## src/rtl/light_sep_apb_sequencer_if.sv

```systemverilog
// light_sep_apb_sequencer_if: host command/response and APB signals of the LightSeparator sequencer.
//  cmd_valid/cmd_ready/cmd_op/cmd_addr/cmd_wdata/cmd_mask : host command push
//  rsp_valid/rsp_rdata/rsp_err                            : one response per command
//  busy                                                   : work queued or in flight
//  PADDR/PSEL/PENABLE/PWRITE/PWDATA/PRDATA                : APB towards LightSeparator
//  master modport = sequencer, slave modport = host plus APB slave side
interface light_sep_apb_sequencer_if #(
    parameter int ADDR_W = 16,
    parameter int DATA_W = 32
);
    logic              cmd_valid;
    logic              cmd_ready;
    logic [1:0]        cmd_op;
    logic [ADDR_W-1:0] cmd_addr;
    logic [DATA_W-1:0] cmd_wdata;
    logic [DATA_W-1:0] cmd_mask;
    logic              rsp_valid;
    logic [DATA_W-1:0] rsp_rdata;
    logic              rsp_err;
    logic              busy;
    logic [ADDR_W-1:0] PADDR;
    logic              PSEL;
    logic              PENABLE;
    logic              PWRITE;
    logic [DATA_W-1:0] PWDATA;
    logic [DATA_W-1:0] PRDATA;

    modport master (
        input  cmd_valid, cmd_op, cmd_addr, cmd_wdata, cmd_mask, PRDATA,
        output cmd_ready, rsp_valid, rsp_rdata, rsp_err, busy,
               PADDR, PSEL, PENABLE, PWRITE, PWDATA
    );

    modport slave (
        output cmd_valid, cmd_op, cmd_addr, cmd_wdata, cmd_mask, PRDATA,
        input  cmd_ready, rsp_valid, rsp_rdata, rsp_err, busy,
               PADDR, PSEL, PENABLE, PWRITE, PWDATA
    );
endinterface

```

## src/rtl/light_sep_apb_sequencer.sv

```systemverilog
// light_sep_apb_sequencer: APB master running queued write/read/poll commands into the LightSeparator slave.
//  clk : rising-edge clock
//  rst : asynchronous active-high reset
//  bus : light_sep_apb_sequencer_if.master (command FIFO push, response pulse, busy, APB master side)
//  Command ops: 00 write, 01 read, 10 poll (masked compare, retried with an idle gap), 11 illegal.
module light_sep_apb_sequencer #(
    parameter int ADDR_W     = 16,
    parameter int DATA_W     = 32,
    parameter int FIFO_DEPTH = 4,
    parameter int POLL_MAX   = 255,
    parameter int POLL_GAP   = 4
) (
    input logic                       clk,
    input logic                       rst,
    light_sep_apb_sequencer_if.master bus
);
    localparam int PW = $clog2(FIFO_DEPTH);
    localparam int CW = $clog2(FIFO_DEPTH + 1);
    localparam int AW = $clog2(POLL_MAX + 1);
    localparam int GW = $clog2(POLL_GAP + 1);
    localparam logic [1:0] OP_WR   = 2'd0;
    localparam logic [1:0] OP_POLL = 2'd2;
    localparam logic [1:0] OP_ILL  = 2'd3;

    typedef enum logic [2:0] {IDLE, SETUP, ACCESS, GAP, RESP} state_t;

    state_t            state, state_d;
    logic [1:0]        f_op    [FIFO_DEPTH];
    logic [ADDR_W-1:0] f_addr  [FIFO_DEPTH];
    logic [DATA_W-1:0] f_wdata [FIFO_DEPTH];
    logic [DATA_W-1:0] f_mask  [FIFO_DEPTH];
    logic [PW-1:0]     wr_ptr, rd_ptr;
    logic [CW-1:0]     count;
    logic              full, empty, push, pop, load, illegal, done, match, last_try, gap_done;
    logic [1:0]        head_op, cur_op;
    logic [ADDR_W-1:0] head_addr;
    logic [DATA_W-1:0] head_wdata, head_mask, cur_wdata, cur_mask;
    logic [AW-1:0]     attempts;
    logic [GW-1:0]     gap_cnt;
    logic [ADDR_W-1:0] paddr_q, paddr_d;
    logic              psel_q, psel_d, penable_q, penable_d, pwrite_q, pwrite_d;
    logic [DATA_W-1:0] pwdata_q, pwdata_d, rsp_rdata_q, rsp_rdata_d;
    logic              rsp_valid_q, rsp_valid_d, rsp_err_q, rsp_err_d;

    assign full       = count == CW'(FIFO_DEPTH);
    assign empty      = count == '0;
    assign push       = bus.cmd_valid && !full;
    // The head is consumed whenever the FSM is ready for a new command, including straight out of RESP.
    assign pop        = (state == IDLE || state == RESP) && !empty;
    assign head_op    = f_op[rd_ptr];
    assign head_addr  = f_addr[rd_ptr];
    assign head_wdata = f_wdata[rd_ptr];
    assign head_mask  = f_mask[rd_ptr];
    assign load       = pop && head_op != OP_ILL;
    assign illegal    = pop && head_op == OP_ILL;
    assign done       = state == ACCESS && state_d == RESP;
    assign match      = ((bus.PRDATA ^ cur_wdata) & cur_mask) == '0;
    // attempts counts completed ACCESS cycles, so the current one is the last when it equals POLL_MAX-1.
    assign last_try   = attempts == AW'(POLL_MAX - 1);
    assign gap_done   = gap_cnt == GW'(POLL_GAP - 1);

    always_ff @(posedge clk) begin
        if (push) begin
            f_op[wr_ptr]    <= bus.cmd_op;
            f_addr[wr_ptr]  <= bus.cmd_addr;
            f_wdata[wr_ptr] <= bus.cmd_wdata;
            f_mask[wr_ptr]  <= bus.cmd_mask;
        end
    end

    always_ff @(posedge clk or posedge rst) begin
        if (rst) begin
            wr_ptr <= '0;
            rd_ptr <= '0;
            count  <= '0;
        end else begin
            wr_ptr <= wr_ptr + PW'(push);
            rd_ptr <= rd_ptr + PW'(pop);
            count  <= count + CW'(push) - CW'(pop);
        end
    end

    always_ff @(posedge clk or posedge rst) begin
        if (rst) state <= IDLE;
        else     state <= state_d;
    end

    always_comb begin
        state_d = state;
        case (state)
            IDLE, RESP: state_d = empty ? IDLE : head_op == OP_ILL ? RESP : SETUP;
            SETUP:      state_d = ACCESS;
            ACCESS:     state_d = (cur_op != OP_POLL || match || last_try) ? RESP : GAP;
            GAP:        state_d = gap_done ? SETUP : GAP;
            default:    state_d = IDLE;
        endcase
    end

    // Next values of the registered outputs, derived from the upcoming state.
    always_comb begin
        psel_d      = state_d == SETUP || state_d == ACCESS;
        penable_d   = state_d == ACCESS;
        rsp_valid_d = state_d == RESP;
        paddr_d     = load ? head_addr : paddr_q;
        pwrite_d    = load ? head_op == OP_WR : pwrite_q;
        pwdata_d    = load ? (head_op == OP_WR ? head_wdata : '0) : pwdata_q;
        rsp_rdata_d = done ? (cur_op == OP_WR ? '0 : bus.PRDATA) : illegal ? '0 : rsp_rdata_q;
        rsp_err_d   = done ? cur_op == OP_POLL && !match : illegal ? 1'b1 : rsp_err_q;
    end

    always_ff @(posedge clk or posedge rst) begin
        if (rst) begin
            paddr_q     <= '0;
            psel_q      <= 1'b0;
            penable_q   <= 1'b0;
            pwrite_q    <= 1'b0;
            pwdata_q    <= '0;
            rsp_valid_q <= 1'b0;
            rsp_rdata_q <= '0;
            rsp_err_q   <= 1'b0;
            cur_op      <= '0;
            cur_wdata   <= '0;
            cur_mask    <= '0;
            attempts    <= '0;
            gap_cnt     <= '0;
        end else begin
            paddr_q     <= paddr_d;
            psel_q      <= psel_d;
            penable_q   <= penable_d;
            pwrite_q    <= pwrite_d;
            pwdata_q    <= pwdata_d;
            rsp_valid_q <= rsp_valid_d;
            rsp_rdata_q <= rsp_rdata_d;
            rsp_err_q   <= rsp_err_d;
            if (load) begin
                cur_op    <= head_op;
                cur_wdata <= head_wdata;
                cur_mask  <= head_mask;
            end
            attempts <= load ? '0 : state == ACCESS ? attempts + 1'b1 : attempts;
            gap_cnt  <= state == GAP ? gap_cnt + 1'b1 : '0;
        end
    end

    assign bus.cmd_ready = !full;
    assign bus.busy      = !empty || state != IDLE;
    assign bus.PADDR     = paddr_q;
    assign bus.PSEL      = psel_q;
    assign bus.PENABLE   = penable_q;
    assign bus.PWRITE    = pwrite_q;
    assign bus.PWDATA    = pwdata_q;
    assign bus.rsp_valid = rsp_valid_q;
    assign bus.rsp_rdata = rsp_rdata_q;
    assign bus.rsp_err   = rsp_err_q;
endmodule

```

## src/flat_wrapper.sv

```systemverilog
// flat-port wrapper written by rule: the top's interface ports become plain ports
module light_sep_apb_sequencer_flat 
#(
    parameter int ADDR_W     = 16,
    parameter int DATA_W     = 32,
    parameter int FIFO_DEPTH = 4,
    parameter int POLL_MAX   = 255,
    parameter int POLL_GAP   = 4
)
  (clk, rst, bus_cmd_valid, bus_cmd_op, bus_cmd_addr, bus_cmd_wdata, bus_cmd_mask, bus_PRDATA, bus_cmd_ready, bus_rsp_valid, bus_rsp_rdata, bus_rsp_err, bus_busy, bus_PADDR, bus_PSEL, bus_PENABLE, bus_PWRITE, bus_PWDATA);
  light_sep_apb_sequencer_if #(.ADDR_W(ADDR_W), .DATA_W(DATA_W)) bus_i ();
  input logic clk;
  input logic rst;
  input wire logic [$bits(bus_i.cmd_valid)-1:0] bus_cmd_valid;
  input wire logic [$bits(bus_i.cmd_op)-1:0] bus_cmd_op;
  input wire logic [$bits(bus_i.cmd_addr)-1:0] bus_cmd_addr;
  input wire logic [$bits(bus_i.cmd_wdata)-1:0] bus_cmd_wdata;
  input wire logic [$bits(bus_i.cmd_mask)-1:0] bus_cmd_mask;
  input wire logic [$bits(bus_i.PRDATA)-1:0] bus_PRDATA;
  output wire logic [$bits(bus_i.cmd_ready)-1:0] bus_cmd_ready;
  output wire logic [$bits(bus_i.rsp_valid)-1:0] bus_rsp_valid;
  output wire logic [$bits(bus_i.rsp_rdata)-1:0] bus_rsp_rdata;
  output wire logic [$bits(bus_i.rsp_err)-1:0] bus_rsp_err;
  output wire logic [$bits(bus_i.busy)-1:0] bus_busy;
  output wire logic [$bits(bus_i.PADDR)-1:0] bus_PADDR;
  output wire logic [$bits(bus_i.PSEL)-1:0] bus_PSEL;
  output wire logic [$bits(bus_i.PENABLE)-1:0] bus_PENABLE;
  output wire logic [$bits(bus_i.PWRITE)-1:0] bus_PWRITE;
  output wire logic [$bits(bus_i.PWDATA)-1:0] bus_PWDATA;
  assign bus_i.cmd_valid = bus_cmd_valid;
  assign bus_i.cmd_op = bus_cmd_op;
  assign bus_i.cmd_addr = bus_cmd_addr;
  assign bus_i.cmd_wdata = bus_cmd_wdata;
  assign bus_i.cmd_mask = bus_cmd_mask;
  assign bus_i.PRDATA = bus_PRDATA;
  assign bus_cmd_ready = bus_i.cmd_ready;
  assign bus_rsp_valid = bus_i.rsp_valid;
  assign bus_rsp_rdata = bus_i.rsp_rdata;
  assign bus_rsp_err = bus_i.rsp_err;
  assign bus_busy = bus_i.busy;
  assign bus_PADDR = bus_i.PADDR;
  assign bus_PSEL = bus_i.PSEL;
  assign bus_PENABLE = bus_i.PENABLE;
  assign bus_PWRITE = bus_i.PWRITE;
  assign bus_PWDATA = bus_i.PWDATA;
  light_sep_apb_sequencer #(.ADDR_W(ADDR_W), .DATA_W(DATA_W), .FIFO_DEPTH(FIFO_DEPTH), .POLL_MAX(POLL_MAX), .POLL_GAP(POLL_GAP)) u_core (.clk(clk), .rst(rst), .bus(bus_i));
endmodule
```

## config.mk

```make
export PLATFORM = sky130hd
export DESIGN_NAME = light_sep_apb_sequencer_flat
export DESIGN_NICKNAME = d
export VERILOG_FILES = /design/src/rtl/light_sep_apb_sequencer_if.sv /design/src/rtl/light_sep_apb_sequencer.sv /design/src/flat_wrapper.sv
export SDC_FILE = /design/constraint.sdc
export NUM_CORES = 1
export LEC_CHECK = 0
export CAP_MARGIN = 20
export CORE_AREA = 2 2 197 199
export DETAILED_ROUTE_END_ITERATION = 16
export DIE_AREA = 0 0 199 201
export GPL_TIMING_DRIVEN = 1
export PLACE_DENSITY = 0.72
export SYNTH_ARGS = -nofsm -noshare
export SYNTH_HDL_FRONTEND = slang
export SYNTH_SLANG_ARGS = --single-unit
```

## constraint.sdc

```tcl
create_clock -name clk -period 8.3 [get_ports clk]
set_clock_uncertainty 0.15 [all_clocks]
set_input_delay 1.245 -clock clk [delete_from_list [all_inputs] [get_ports clk]]
set_output_delay 1.245 -clock clk [all_outputs]
set_load 0.02 [all_outputs]
```

==> metrics <==
Reg2Reg Depth 7; hold_buf cts 0; worst skew pair latency 600 ps; reg2reg end u_core.state[0]; post-DP HPWL 25800 um; # clock sinks 500; DRT iter0 DRCs 810; Die Wd 199 um; commonest non-fill, non-tap cell in the layout edfxtp_1; Post-Syn Area 18800 um^2; Worst Path Max Fanout 55; vias per cell 5.44; post-synth top area cell edfxtp_1; RR Startpoint u_core.rd_ptr[1]; register area 14200 um^2; clock transition at the registers of the reported paths 60 ps; Startpoint Class flip-flop; die height 201 um; initial antenna violation count 4; worst hold start u_core.gap_cnt[0]; sequential share of the synthesized area 0.754; Pwr Density 384 nW/um^2; Core Area 38100 um^2; post-route ant nets 0; Synthesized Nets 1215; routed vias 10100; Tcrit/Tclk final 0.512; Hold Slack 283 ps; status completed; grt ovf 0; CTS max path bufs 3; Cell variety after synth 40; Post-Route WL 41600 um; largest net degree at the start of global routing 132; commonest non-fill, non-tap cells in the layout 328 x edfxtp_1, 251 x nand2_1, 203 x clkdlybuf4s50_1; Synth async-reset ratio 0.344; CP Class flip-flop to flip-flop; Crit path arrival time 4600 ps; final setup vio count 0; DRC 0; number of hold violations in the final report 0; max cap viols 0; GPL Wtd Cong 0.802; Initial Utilization 0.493; area of the multi-input gates 4400 um^2; Mapped Cells 1089; Synth Warn # 0; Post-synth EDFFs 328; Fillers 2801; top_reg_cell synth edfxtp_1; First-pass DRT Iterations 5; I/O Buffers 203; Worst Tran Pin Value 1100 ps; die area 40000 um^2; number of global-route vias before repair 10400; endpoint class of the critical path flip-flop; CTS tree yes; Post-CTS Setup Bufs 0; Leak Pwr 0.00877 uW; max-slew violations 0; top cell type's share of synthesized area 0.524; WL/cell 22.4 um; Core Rows 72; layout overhead on the synthesized area 23.1%; Synth area leaders edfxtp_1 52%, dfrtp_1 23%, mux4_2 9.8%, nand2_1 5.0%, xor2_1 1.8%; Max IR drop VDD 0.277 mV; Mapped Avg Cell Area 17.2 um^2; max frequency 0.235 GHz; Resize count post-CTS 0; total CTS buffers 49; CTS root buf clkbuf_16; H-tree depth 2; setup TNS 0 ps; first-pass GRT wire length 62700 um; total track usage 0.213; hold crit path type flip-flop to flip-flop; Worst EP required 8650 ps; flop2flop setup slack 4050 ps; Final #Nets 1429; crit path time final 4250 ps; worst hold endpoint u_core.gap_cnt[0]; RSZ-0062 raised after global routing no; hold path cells 1; Slew HR 0.266; synthesis-stage register bit count 500; I/O Pins 204; share of layout cells above drive strength 1 0.138
==> logic make-up after synthesis <==
logic type	synth area share
AO/OA/AOI/OAI	0.0436
adder cells (fa/ha/maj)	0.00640
flip-flops	0.754
multiplexers	0.0983
XOR/XNOR	0.0196
AND/OR/NAND/NOR	0.0638
buffers and inverters	0.0147
==> synth_stat cells, drive strengths merged, types with 2 or more instances <==
master  number
edfxtp     328
nand2      251
dfrtp      172
mux4        82
xor2        39
a22o        32
a32o        32
buf         30
clkbuf      23
a22oi       17
nor2        17
inv         11
ha           8
nand4        7
nand2b       5
o21ai        5
and3         3
nor3         3
xnor2        3
a21o         2
a21oi        2
nor2b        2
nor3b        2
o21a         2
or3          2
==> power breakdown <==
part	internal (uW)	leakage [uW]	switching (uW)
sequential	3370	0.00520	410
combinational	1160	0.00273	1590
clock	1420	0.000838	936
==> registers in the layout (all words and copies together) (netlist names) <==
signal and flops:
u_core.cur_mask 32, u_core.bus.rsp_rdata 32, u_core.f_op 8, u_core.f_addr 64, u_core.f_mask 128, u_core.gap_cnt 3, u_core.bus.rsp_valid 1, u_core.f_wdata 128
u_core.bus.PSEL 1, u_core.cur_op 2, u_core.wr_ptr 2, u_core.state 3, u_core.bus.PENABLE 1, u_core.cur_wdata 32, u_core.count 3, u_core.bus.PWDATA 32
u_core.bus.PWRITE 1, u_core.bus.rsp_err 1, u_core.bus.PADDR 16, u_core.attempts 8, u_core.rd_ptr 2
==> how the worst max path moves through the flow <==
stage                           from             endpoint  slack [ps]  cells past startpoint
floorplan              bus_cmd_valid  u_core.f_addr[1][0]         200                      2
detailed placement  u_core.rd_ptr[1]      u_core.state[0]        4040                      7
CTS                 u_core.rd_ptr[1]  u_core.cur_mask[17]        4000                      7
global placement    u_core.rd_ptr[1]      u_core.state[0]        4080                      7
finish              u_core.rd_ptr[1]      u_core.state[0]        4050                      7
global route        u_core.rd_ptr[1]  u_core.cur_mask[17]        3840                      7
==> through the flow <==
step | area (um^2) | worst slack, ps | cells | utilization | total power (uW)
after global placement | 21400 | 4080 | 1770 | 0.561 | 6530
after floorplan | 18800 | 200 | 1089 | - | 5600
after detailed placement | 21400 | 4040 | 1770 | 0.561 | 6620
after global routing | 23100 | 3840 | 1862 | 0.607 | 9320
final | 23100 | 4050 | 1863 | 0.607 | 8880
after CTS | 23100 | 4000 | 1862 | 0.607 | 8980
==> layer usage <==
metal  vias to the layer above  share of wire  track usage
li1                       4538              -            -
met1                      5197           0.42        0.293
met2                       325           0.49        0.341
met3                        68          0.062       0.0433
met4                         6          0.027       0.0749
met5                         -        0.00091            0
==> worst max-delay path: stages, from the launching register on <==
cell and delay [ps]:
dfrtp_4 860, buf_4 670, mux4_2 460, and2_1 240, nor2_4 700, buf_4 690
nor2_1 80, a22oi_1 180
==> final cells by class <==
cell class,instances,area share
multi-input cells,525,0.190
well taps,518,0.0280
repair buffers,216,0.0921
flip-flops and latches,500,0.613
diodes,1,0.000108
clock inverters,31,0.0174
inverters,11,0.00211
clock buffers,61,0.0572
Power figures use the tool's default switching activity.
